<file path="src/rtl/riscv_pkg.sv">
// Shared encodings for the multicycle RV32I controller: opcodes, FSM states,
// ALU control codes and the ALU operation class passed to the ALU decoder.
package riscv_pkg;

   localparam logic [6:0] OP_LW  = 7'b0000011;
   localparam logic [6:0] OP_SW  = 7'b0100011;
   localparam logic [6:0] OP_R   = 7'b0110011;
   localparam logic [6:0] OP_I   = 7'b0010011;
   localparam logic [6:0] OP_BEQ = 7'b1100011;
   localparam logic [6:0] OP_JAL = 7'b1101111;

   localparam logic [2:0] ALU_ADD = 3'b000;
   localparam logic [2:0] ALU_SUB = 3'b001;
   localparam logic [2:0] ALU_AND = 3'b010;
   localparam logic [2:0] ALU_OR  = 3'b011;
   localparam logic [2:0] ALU_SLT = 3'b101;

   typedef enum logic [1:0] {
      ALUOP_ADD   = 2'b00,
      ALUOP_SUB   = 2'b01,
      ALUOP_FUNCT = 2'b10
   } aluop_t;

   typedef enum logic [3:0] {
      S_FETCH    = 4'd0,
      S_DECODE   = 4'd1,
      S_MEMADR   = 4'd2,
      S_MEMREAD  = 4'd3,
      S_MEMWRITE = 4'd4,
      S_MEMWB    = 4'd5,
      S_EXECR    = 4'd6,
      S_EXECI    = 4'd7,
      S_ALUWB    = 4'd8,
      S_BEQ      = 4'd9,
      S_JAL      = 4'd10
   } ctrl_state_t;

   // Immediate format follows the opcode; anything without an immediate gets I.
   function automatic logic [1:0] imm_sel(input logic [6:0] op);
      case (op)
         OP_SW:   imm_sel = 2'b01;
         OP_BEQ:  imm_sel = 2'b10;
         OP_JAL:  imm_sel = 2'b11;
         default: imm_sel = 2'b00;
      endcase
   endfunction

endpackage

</file>
<file path="src/rtl/alu_decoder.sv">
// Combinational ALU control: maps the operation class plus funct fields to
// the ALU function code. Shared with the single-cycle controller.
module alu_decoder
   import riscv_pkg::*;
(
   input  aluop_t     aluop,
   input  logic [2:0] funct3,
   input  logic       op5,
   input  logic       funct7b5,
   output logic [2:0] alucrtl
);

   always_comb begin
      alucrtl = ALU_ADD;
      case (aluop)
         ALUOP_ADD: alucrtl = ALU_ADD;
         ALUOP_SUB: alucrtl = ALU_SUB;
         ALUOP_FUNCT: begin
            case (funct3)
               // Only register-register ops can subtract; addi with imm[10]=1 stays add.
               3'b000:  alucrtl = (op5 & funct7b5) ? ALU_SUB : ALU_ADD;
               3'b010:  alucrtl = ALU_SLT;
               3'b110:  alucrtl = ALU_OR;
               3'b111:  alucrtl = ALU_AND;
               default: alucrtl = ALU_ADD;
            endcase
         end
         default: alucrtl = ALU_ADD;
      endcase
   end

endmodule

</file>
<file path="src/rtl/multicycle_ctrl_fsm.sv">
// Multicycle RV32I control FSM: sequences the shared ALU, unified memory port
// and register file. o_state exposes the current state for observation.
module multicycle_ctrl_fsm
   import riscv_pkg::*;
#(
   parameter bit MEM_HANDSHAKE = 1'b1
) (
   input  logic       i_clk,
   input  logic       i_rst,
   input  logic [6:0] i_op,
   input  logic [2:0] i_funct3,
   input  logic       i_funct7b5,
   input  logic       i_zero,
   input  logic       i_mem_ready,
   output logic [2:0] o_alucrtl,
   output logic [1:0] o_alusrca,
   output logic [1:0] o_alusrcb,
   output logic [1:0] o_resultsrc,
   output logic [1:0] o_immsrc,
   output logic       o_adrsrc,
   output logic       o_irwrite,
   output logic       o_pcwrite,
   output logic       o_memwrite,
   output logic       o_regwrite,
   output logic       o_instr_done,
   output logic       o_illegal,
   output logic [3:0] o_state
);

   ctrl_state_t state, next_state;
   aluop_t      aluop;
   logic        mem_ready;
   logic        pcupdate;
   logic        branch;
   logic [2:0]  dec_alucrtl;

   assign mem_ready = MEM_HANDSHAKE ? i_mem_ready : 1'b1;
   assign o_state   = state;

   always_ff @(posedge i_clk) begin
      if (i_rst) state <= S_FETCH;
      else       state <= next_state;
   end

   always_comb begin
      next_state = state;
      case (state)
         S_FETCH:    if (mem_ready) next_state = S_DECODE;
         S_DECODE: begin
            case (i_op)
               OP_LW, OP_SW: next_state = S_MEMADR;
               OP_R:         next_state = S_EXECR;
               OP_I:         next_state = S_EXECI;
               OP_BEQ:       next_state = S_BEQ;
               OP_JAL:       next_state = S_JAL;
               default:      next_state = S_FETCH;
            endcase
         end
         S_MEMADR:   next_state = (i_op == OP_LW) ? S_MEMREAD : S_MEMWRITE;
         S_MEMREAD:  if (mem_ready) next_state = S_MEMWB;
         S_MEMWRITE: if (mem_ready) next_state = S_FETCH;
         S_EXECR, S_EXECI, S_JAL:  next_state = S_ALUWB;
         S_MEMWB, S_ALUWB, S_BEQ:  next_state = S_FETCH;
         default:    next_state = S_FETCH;
      endcase
   end

   always_comb begin
      aluop        = ALUOP_ADD;
      o_alusrca    = 2'b00;
      o_alusrcb    = 2'b00;
      o_resultsrc  = 2'b00;
      o_immsrc     = 2'b00;
      o_adrsrc     = 1'b0;
      o_irwrite    = 1'b0;
      o_memwrite   = 1'b0;
      o_regwrite   = 1'b0;
      o_instr_done = 1'b0;
      o_illegal    = 1'b0;
      pcupdate     = 1'b0;
      branch       = 1'b0;
      if (state != S_FETCH) o_immsrc = imm_sel(i_op);
      case (state)
         S_FETCH: begin
            o_alusrcb   = 2'b10;
            o_resultsrc = 2'b10;
            o_irwrite   = mem_ready;
            pcupdate    = mem_ready;
         end
         S_DECODE: begin
            o_alusrca = 2'b01;
            o_alusrcb = 2'b01;
            case (i_op)
               OP_LW, OP_SW, OP_R, OP_I, OP_BEQ, OP_JAL: o_illegal = 1'b0;
               default: o_illegal = 1'b1;
            endcase
         end
         S_MEMADR: begin
            o_alusrca = 2'b10;
            o_alusrcb = 2'b01;
         end
         S_MEMREAD:  o_adrsrc = 1'b1;
         S_MEMWRITE: begin
            o_adrsrc     = 1'b1;
            o_memwrite   = 1'b1;
            o_instr_done = mem_ready;
         end
         S_MEMWB: begin
            o_resultsrc  = 2'b01;
            o_regwrite   = 1'b1;
            o_instr_done = 1'b1;
         end
         S_EXECR: begin
            o_alusrca = 2'b10;
            aluop     = ALUOP_FUNCT;
         end
         S_EXECI: begin
            o_alusrca = 2'b10;
            o_alusrcb = 2'b01;
            aluop     = ALUOP_FUNCT;
         end
         S_ALUWB: begin
            o_regwrite   = 1'b1;
            o_instr_done = 1'b1;
         end
         S_BEQ: begin
            o_alusrca    = 2'b10;
            aluop        = ALUOP_SUB;
            branch       = 1'b1;
            o_instr_done = 1'b1;
         end
         S_JAL: begin
            o_alusrca = 2'b01;
            o_alusrcb = 2'b10;
            pcupdate  = 1'b1;
         end
         default: ;
      endcase
      // Reset overrides everything so an aborted instruction leaves no side effects.
      if (i_rst) begin
         aluop        = ALUOP_ADD;
         o_alusrca    = 2'b00;
         o_alusrcb    = 2'b00;
         o_resultsrc  = 2'b00;
         o_immsrc     = 2'b00;
         o_adrsrc     = 1'b0;
         o_irwrite    = 1'b0;
         o_memwrite   = 1'b0;
         o_regwrite   = 1'b0;
         o_instr_done = 1'b0;
         o_illegal    = 1'b0;
         pcupdate     = 1'b0;
         branch       = 1'b0;
      end
   end

   alu_decoder u_alu_decoder (
      .aluop    (aluop),
      .funct3   (i_funct3),
      .op5      (i_op[5]),
      .funct7b5 (i_funct7b5),
      .alucrtl  (dec_alucrtl)
   );

   assign o_alucrtl = i_rst ? ALU_ADD : dec_alucrtl;
   assign o_pcwrite = pcupdate | (branch & i_zero);

endmodule
</file>
<file path="config.mk">
export PLATFORM = sky130hd
export DESIGN_NAME = multicycle_ctrl_fsm
export DESIGN_NICKNAME = d
export VERILOG_FILES = /design/src/rtl/riscv_pkg.sv /design/src/rtl/alu_decoder.sv /design/src/rtl/multicycle_ctrl_fsm.sv
export SDC_FILE = /design/constraint.sdc
export NUM_CORES = 1
export LEC_CHECK = 0
export ABC_AREA = 1
export CORE_ASPECT_RATIO = 1.1
export CORE_MARGIN = 3
export CORE_UTILIZATION = 37
export CTS_CLUSTER_DIAMETER = 50
export DETAILED_ROUTE_END_ITERATION = 10
export PLACE_DENSITY = 0.79
export SLEW_MARGIN = 20
export SYNTH_ARGS = -nofsm -noshare
export SYNTH_HDL_FRONTEND = slang
export SYNTH_SLANG_ARGS = --single-unit
export TNS_END_PERCENT = 100
</file>
<file path="constraint.sdc">
create_clock -name i_clk -period 1.99 [get_ports i_clk]
set_input_delay 0.398 -clock i_clk [delete_from_list [all_inputs] [get_ports i_clk]]
set_output_delay 0.398 -clock i_clk [all_outputs]
set_load 0.005 [all_outputs]
</file>
==> flow_metrics.env <==
export IMPL_cts_path_max_buffers=2
export IMPL_vias=1399
export IMPL_grt_antenna_before_repair=0
export IMPL_initial_core_util_pct=39.8
export IMPL_antennaDiodeCount=0
export IMPL_firstDrtPassIters=5
export IMPL_fp_row_count=15
export IMPL_wl_per_cell_um=21.3
export IMPL_max_freq_ghz=0.438
export IMPL_port_buffers=36
export IMPL_syn_avg_cell_area_um2=5.07
export IMPL_relSlewSlack_pct=82.8
export IMPL_grt_max_degree=8
export IMPL_synth_cell_type_count=19
export IMPL_final_max_slew_viol_count=0
export IMPL_vias_per_cell=6.30
export IMPL_synth_async_reset_ratio_pct=0
export IMPL_drc=0
export IMPL_route_final_wire_length_mm=4.74
export IMPL_grt_overflow_total=0
export IMPL_grt_pass1_wl_mm=4.80
export IMPL_rsz0062_at_grt="yes"
export IMPL_ys_warnings_count=0
export IMPL_violations="negative setup slack"
export IMPL_ant_nets=0
export IMPL_timing_hold_ws_ns=0.707
export IMPL_cp_required_ns=1.59
export IMPL_worst_endpoint_arrival_ns=1.89
export IMPL_cts_tree="built"
export IMPL_syn_nets=142
export IMPL_synth_top_cell_area_share_pct=14.8
export IMPL_place_hpwl_mm=1.85
export IMPL_setup_ws_ns=-0.294
export IMPL_numCtsBuffers=3
export IMPL_clock_skew_ns=0.00645
export IMPL_yosys_area_top_type="inv_1"
export IMPL_clkSinkCount=4
export IMPL_final_core_util_pct=96.2
export IMPL_grt_pass1_vias=1174
export IMPL_syn_area_um2=634
export IMPL_period_share_pct=115
export IMPL_worstMarginPinSlew_ns=0.255
export IMPL_insertion_delay_ns=0.26
export IMPL_grt_usage_pct=28.7
export IMPL_synthTopCellsByArea="inv_1 (15%), nor2_1 (15%), nand2_1 (14%)"
export IMPL_die_w_um=45.5
export IMPL_clk_pin_slew_worst_paths_ns=0.04
export IMPL_final_min_clock_period_ns=2.28
export IMPL_htreeDepth=1
export IMPL_io_pins=37
export IMPL_synth_common_cells="inv_1 (25), nor2_1 (25), nand2_1 (24), nand3_1 (12), nor3_1 (7)"
export IMPL_worstSetupEndpointType="primary output"
export IMPL_hp_class="input pin to register"
export IMPL_largest_reg_flops=4
export IMPL_maxCapViolations=0
export IMPL_critPathLaunchType="register"
export IMPL_seq_area_frac_synth_pct=12.6
export IMPL_area_growth_pct=142
export IMPL_die_h_um=49.4
export IMPL_hold_viol=0
export IMPL_cts_root_buffer="clkbuf_4"
export IMPL_finalSetupViolCount=9
export IMPL_gp_congestion=0.766
export IMPL_status="complete, but fails checks"
export IMPL_syn_inst=125
export IMPL_hold_buffers=0
export IMPL_p_leak_nw=0.727
export IMPL_drive_gt1_share_pct=50.7
export IMPL_synth_edf_count=0
export IMPL_coreArea_um2=1600
export IMPL_synthFlopType="dfxtp_1"
export IMPL_drt_initial_drc_count=110
export IMPL_nNetsFinal=224
export IMPL_dieArea_um2=2250
export IMPL_synth_seq_cells=4
export IMPL_ir_drop_uv=248
export IMPL_cp_max_fo=4
export IMPL_p_per_area_nw_per_um2=248
export IMPL_crit_type="register to primary output"
-- per-stage QoR --
| stage | cells | setup WS, ns | instance area [µm²] | TNS, ns | total power [mW] |
|---|---|---|---|---|---|
| final | 222 | -0.294 | 1530 | -0.892 | 0.380 |
| after global routing | 222 | -0.427 | 1530 | -1.88 | 0.395 |
| after CTS | 217 | -0.250 | 1380 | -0.529 | 0.345 |
| after detailed placement | 203 | -0.605 | 1210 | -5.38 | 0.223 |
| after global placement | 203 | -0.532 | 1210 | -4.77 | 0.220 |
| after floorplan | 125 | 0.138 | 634 | 0 | 0.134 |
-- layer usage --
| layer | GRT usage (%) | up-vias | routed length (µm) |
|---|---|---|---|
| met1 | 29.1 | 619 | 1580 |
| li1 | - | 567 | - |
| met2 | 51.6 | 161 | 2270 |
| met3 | 5.17 | 52 | 494 |
| met5 | 0 | - | 0 |
| met4 | 16.1 | 0 | 389 |
-- layout make-up --
type / instances / area (µm²)
sequential: 4 / 85.1
multi-input combinational: 94 / 676
timing repair buffer: 79 / 631
inverter: 25 / 98.8
clock buffer: 3 / 22.5
fill: 37 / 61.3
tap: 17 / 21.3
-- cell usage in the layout (no fill, tap or decap), drive strengths merged --
cell type,synthesis,routed
a21boi,1,1
a21oi,6,6
a41oi,1,1
buf,0,48
clkbuf,2,9
clkdlybuf4s15,0,5
clkdlybuf4s50,0,10
dfxtp,4,4
dlygate4sd2,0,9
dlymetal6s2s,0,1
ha,2,2
inv,25,25
nand2,26,26
nand3,12,12
nand3b,1,1
nand4,5,5
nor2,27,27
nor3,7,7
o21a,1,1
o21ai,4,4
o31ai,1,1
-- report_power, final --
group / switching (mW) / leakage, nW / internal [mW] / total, mW
clock network: 0.0457 / 0.0138 / 0.0683 / 0.114
logic: 0.100 / 0.680 / 0.0823 / 0.183
registers: 0.00227 / 0.0338 / 0.0815 / 0.0837
total: 0.148 / 0.727 / 0.232 / 0.380
-- logic make-up after synthesis --
family          count (synthesis)  share of synthesized area [%]
compound gates                 14                           13.4
simple gates                   78                           54.0
flops                           4                           12.6
fa+ha+maj                       2                           3.94
buf+inv                        27                           16.0
-- critical path: stages (launching register included) --
cell and delay (ns):
dfxtp_1 0.33, inv_2 0.12, nand2_2 0.10, nor2_4 0.13
inv_2 0.06, nor2_4 0.14, ha_4 0.23, nor2_4 0.15
buf_4 0.13, o21a_1 0.12, buf_2 0.12
-- repair_timing --
action | 4_1_cts | 5_1_grt
endpoints found under the setup margin | 18 | 15
gates resized for setup | 77 | 50
pin swaps | 10 | 16
buffers inserted | 11 | 5
-- path summary, 6_finish.rpt --
path | startpoint | to | slack [ns] | cells after the start
setup / recovery | o_state[1] | o_alucrtl[0] | -0.29 | 10
setup reg to reg | o_state[3] | o_state[2] | 0.48 | 11
hold reg to reg | o_state[0] | o_state[0] | 0.74 | 3
hold / removal | i_rst | o_state[2] | 0.71 | 4
Power figures use the tool's default switching activity.
